[src/rtl/uart_tx_serializer.sv]
// uart_tx_serializer: frames one byte per request onto a UART line, paced by an external baud clock.
//   clock, reset         system clock, asynchronous active-high reset
//   baud_clk             baud level from the generator, synchronized internally
//   tx_start, tx_data    request and byte, latched in the accepting cycle
//   parity_en/odd, stop_2 frame format, latched with the byte
//   tx_out               serial line, idle high
//   tx_busy, tx_done     frame in flight / one-cycle end-of-frame pulse
module uart_tx_serializer #(
    parameter int DATA_BITS = 8
) (
    input  logic                 clock,
    input  logic                 reset,
    input  logic                 baud_clk,
    input  logic                 tx_start,
    input  logic [DATA_BITS-1:0] tx_data,
    input  logic                 parity_en,
    input  logic                 parity_odd,
    input  logic                 stop_2,
    output logic                 tx_out,
    output logic                 tx_busy,
    output logic                 tx_done
);
    localparam int IW = $clog2(DATA_BITS);
    localparam logic [IW-1:0] LAST = IW'(DATA_BITS - 1);

    typedef enum logic [2:0] {IDLE, ALIGN, START, DATA, PARITY, STOP1, STOP2} state_t;

    state_t               state;
    logic                 sync1, sync2, sync_d;
    logic                 baud_tick;
    logic [DATA_BITS-1:0] data_r;
    logic                 pe_r, po_r, s2_r;
    logic [IW-1:0]        idx;

    assign baud_tick = sync2 & ~sync_d;

    // ALIGN absorbs the arbitrary phase between acceptance and the next baud edge,
    // so every line bit lasts exactly one tick period.
    always_ff @(posedge clock or posedge reset) begin
        if (reset) begin
            sync1   <= 1'b0;
            sync2   <= 1'b0;
            sync_d  <= 1'b0;
            state   <= IDLE;
            data_r  <= '0;
            pe_r    <= 1'b0;
            po_r    <= 1'b0;
            s2_r    <= 1'b0;
            idx     <= '0;
            tx_out  <= 1'b1;
            tx_busy <= 1'b0;
            tx_done <= 1'b0;
        end else begin
            sync1   <= baud_clk;
            sync2   <= sync1;
            sync_d  <= sync2;
            tx_done <= 1'b0;
            case (state)
                IDLE: if (tx_start) begin
                    data_r  <= tx_data;
                    pe_r    <= parity_en;
                    po_r    <= parity_odd;
                    s2_r    <= stop_2;
                    tx_busy <= 1'b1;
                    state   <= ALIGN;
                end
                ALIGN: if (baud_tick) begin
                    tx_out <= 1'b0;
                    state  <= START;
                end
                START: if (baud_tick) begin
                    idx    <= '0;
                    tx_out <= data_r[0];
                    state  <= DATA;
                end
                DATA: if (baud_tick) begin
                    if (idx == LAST) begin
                        tx_out <= pe_r ? (^data_r ^ po_r) : 1'b1;
                        state  <= pe_r ? PARITY : STOP1;
                    end else begin
                        idx    <= idx + 1'b1;
                        tx_out <= data_r[idx + 1'b1];
                    end
                end
                PARITY: if (baud_tick) begin
                    tx_out <= 1'b1;
                    state  <= STOP1;
                end
                STOP1: if (baud_tick) begin
                    state   <= s2_r ? STOP2 : IDLE;
                    tx_busy <= s2_r;
                    tx_done <= ~s2_r;
                end
                STOP2: if (baud_tick) begin
                    state   <= IDLE;
                    tx_busy <= 1'b0;
                    tx_done <= 1'b1;
                end
                default: state <= IDLE;
            endcase
        end
    end
endmodule

[config.mk]
export PLATFORM = sky130hd
export DESIGN_NAME = uart_tx_serializer
export DESIGN_NICKNAME = d
export VERILOG_FILES = /design/src/rtl/uart_tx_serializer.sv
export SDC_FILE = /design/constraint.sdc
export NUM_CORES = 1
export LEC_CHECK = 0
export ABC_AREA = 1
export ABC_CLOCK_PERIOD_IN_PS = 3970
export CAP_MARGIN = 10
export CORE_MARGIN = 3
export CORE_UTILIZATION = 33
export DETAILED_ROUTE_END_ITERATION = 8
export PLACE_DENSITY = 0.55
export SETUP_SLACK_MARGIN = 0.05
export SLEW_MARGIN = 25
export SYNTH_ARGS = -nofsm -noshare
export SYNTH_HDL_FRONTEND = slang
export SYNTH_SLANG_ARGS = --single-unit
[constraint.sdc]
create_clock -name clock -period 3.97 [get_ports clock]
set_input_delay 0.794 -clock clock [delete_from_list [all_inputs] [get_ports clock]]
set_output_delay 0.794 -clock clock [all_outputs]
set_load 0.02 [all_outputs]
==> summary.md <==
| Metric | Value |
|---|---|
| Final Hold Fails | `0` |
| Final Instance Area | `1530 um^2` |
| Mux contribution to synthesized area | `0` |
| Non-Filler Instances | `235` |
| Routed Antenna Nets | `0` |
| Worst path cell trace | `clkdlybuf4s50_1` |
| IO Count | `18` |
| Port-buffer cells | `17` |
| Post-Syn Area | `1280 um^2` |
| Number of global-route vias before repair | `1072` |
| Register area share after synthesis | `0.452` |
| Largest regs | `data_r x8, idx x3, state x3` |
| Total gr overflow | `0` |
| Clock Sinks | `23` |
| Post-synthesis compound-gate area fraction | `0.153` |
| Dpl cell area | `1490 um^2` |
| Root Buffer | `clkbuf_8` |
| XOR/XNOR share of the synthesized area | `0.00686` |
| Internal power | `630 uW` |
| Die Y | `68.2 um` |
| Fin nets | `207` |
| Share of cells above drive strength 1 | `0.0741` |
| Reg2Reg Depth | `13` |
| Net Sw Power | `537 uW` |
| Gate Count Post-Synth | `170` |
| Synth warn | `0` |
| F_max | `0.457 GHz` |
| Worst setup SP type | `flip-flop` |
| Hold Path Depth | `0` |
| Leading post-synthesis cells by cell area | `dfrtp_1, nand2_1, inv_1` |
| CTS tree | `done` |
| Crit-path max FO | `2` |
| Worst-Margin Slew | `0.845 ns` |
| Biggest register | `data_r` |
| Worst VDD drop | `0.300 mV` |
| Clk pwr share | `0.123` |
| Worst hold start | `sync1` |
| Max Cap Viol | `0` |
| Via/cell ratio | `4.66` |
| Worst R2R End | `tx_out` |
| Initial Util | `0.362` |
| Post_cts resized | `0` |
| Register-to-register setup slack | `2.13 ns` |
| Initial DRC Count | `56` |
| Final worst path period share | `0.551` |
| Status | `complete, no violations` |
| Setup Fix Bufs, Post-CTS | `0` |
| H-Tree Depth | `1` |
| Setup violations, final | `0` |
| R2R Path Start | `idx[0]` |
| Routed vias | `1096` |
| Final hold slack | `0.370 ns` |
| Top FF cell, synth | `dfrtp_1` |
| First-pass DRT Iterations | `4` |
| Final setup margin | `1.78 ns` |
| FP Rows | `21` |
| Initial antenna violation count | `0` |
| Gpl congestion | `0.879` |
| Core Util, Final | `0.435` |
| HP Class | `flip-flop to flip-flop` |
| Remaining DRCs | `0` |
| Die span in x | `68.2 um` |
| Leakage Power | `0.782 nW` |
| Critical path required time | `3.18 ns` |
| Post-Synth Simple-Gate Area | `0.272` |
| Setup CP Type | `flip-flop to output port` |
| Clk buf depth | `2` |
| First-pass GRT wire length | `4590 um` |
| Reg power frac | `0.361` |
| Endpoint type of the worst setup path | `output port` |
| Total CTS buffers | `3` |
| Avg Synthesized Cell Area | `7.51 um^2` |
| Clk slew on worst S/H paths | `0.09 ns` |
| Skew-Pair Late Insertion Delay | `0.26 ns` |
| Switching power share of the total | `0.460` |
| Hold Crit Endpoint | `sync2` |
| Routed length per instance | `10.4 um` |
| P&R area growth vs syn | `20.0%` |
| Family with the most delay on the worst path | `buffers and inverters` |
| Post-synth cell types | `24` |
| Die area | `4650 um^2` |
| GR Util All Layers | `0.131` |
| Core area | `3520 um^2` |
| RSZ-0062 raised after global routing | `no` |
| Largest family of logic cells by synthesized area | `simple AND/OR/NAND/NOR gates` |
| Min Clock Period, post-route | `2.19 ns` |
| Synth Area in Adders | `0.0196` |
| Number of synthesized flops with an enable pin | `0` |
| Synth Register Bits | `23` |
| Total negative slack | `0 ns` |
| Area leader, netlist | `dfrtp_1` |
| Slew Viols, Final | `0` |
| Worst Setup Slack post-DPL | `1.78 ns` |
| Post-layout power | `1.17 mW` |
| Combinational share of power | `0.516` |
| Final wirelength | `2450 um` |
| Critical path arrival | `1.39 ns` |
| Post-synthesis async set-or-reset flop share | `1.00` |
| CP startpoint | `tx_out` |
| Number of flip-flops in the largest register | `8` |
| Pin count of the biggest net entering global routing | `24` |
| Headroom to the max-slew limit | `0.436` |
| Synth Net Count | `187` |
| Pwr/cell area | `762 nW/um^2` |
| Hpwl dp | `1950 um` |
| Buffers & Inverters on Critical Path | `1` |
| Placed cell count | `231` |
| Clock Skew | `0.00878 ns` |
| Slowest-stage cell, CP | `clkdlybuf4s50_1` |
| Post-CTS Hold Buffers | `0` |
| Share of the synthesized area in the top cell type | `0.431` |
| CP peak stage delay | `0.59 ns` |
| Diode count | `0` |
cells in the mapped netlist, types with 2 or more instances:
library cell,instances
ha_1,2
nand2_1,59
inv_2,2
nand3_1,8
o21ai_0,8
dfrtp_1,22
o31ai_1,3
a21oi_1,8
o21ai_1,8
inv_1,26
nor2_4,2
nor2_1,10
logic make-up (layout without fill, tap and decap cells):
group / Yosys count / after routing
AO/OA/AOI/OAI: 31 / 31
AND/OR/NAND/NOR: 83 / 83
flip-flops: 23 / 23
adder cells (fa/ha/maj): 2 / 2
buffers and inverters: 30 / 49
XOR/XNOR: 1 / 1
layout by cell type, fill, tap and decap left out:
| cell | instances |
|---|---|
| o21ai_2 | 1 |
| o21ai_0 | 8 |
| clkbuf_8 | 3 |
| nand3_1 | 8 |
| a21oi_1 | 8 |
| nand3b_1 | 1 |
| clkdlybuf4s50_1 | 17 |
| nand2_2 | 1 |
| clkinv_2 | 1 |
| xnor2_1 | 1 |
| nand2_1 | 59 |
| nor2_1 | 10 |
| o21ai_1 | 8 |
| a22oi_1 | 1 |
| dfrtp_1 | 22 |
| nor3_1 | 1 |
| nor2_4 | 2 |
| inv_2 | 2 |
| dfstp_2 | 1 |
| a211oi_4 | 1 |
| ha_1 | 2 |
| o21ai_4 | 1 |
| o31ai_1 | 3 |
| inv_1 | 26 |
| nor2_2 | 1 |
power by group through the flow:
stage          Clock [mW]  Sequential [mW]  Combinational, mW
2_1_floorplan           0            0.413              0.490
3_3_place_gp            0            0.421              0.579
3_5_place_dp            0            0.425              0.606
4_1_cts             0.148            0.422              0.607
5_1_grt             0.161            0.441              0.708
6_report            0.143            0.422              0.602
layer usage:
metal / global-route usage / up-vias / wire length, um
li1: - / 567 / -
met1: 0.168 / 503 / 1120
met2: 0.219 / 24 / 1200
met3: 0.0394 / 2 / 108
met4: 0.0223 / 0 / 20
met5: 0 / - / 0
how the worst max path moves through the flow:
stage                end  slack, ns  cells after the start
5_1_grt           tx_out       1.74                      1
4_1_cts           tx_out       1.77                      1
2_1_floorplan     tx_out       2.35                     13
3_5_place_dp        po_r       1.78                      6
3_3_place_gp   data_r[1]       1.86                      6
6_report          tx_out       1.78                      1
layout make-up:
class                   count  area [um^2]
repair buffers             17          170
fillers                   368         1990
well taps                  46         57.6
clock inverters             1         5.00
flip-flops and latches     23          577
inverters                  28          105
multi-input cells         117          576
clock buffers               3         41.3
Note: power is estimated with default switching activity, not from simulation.
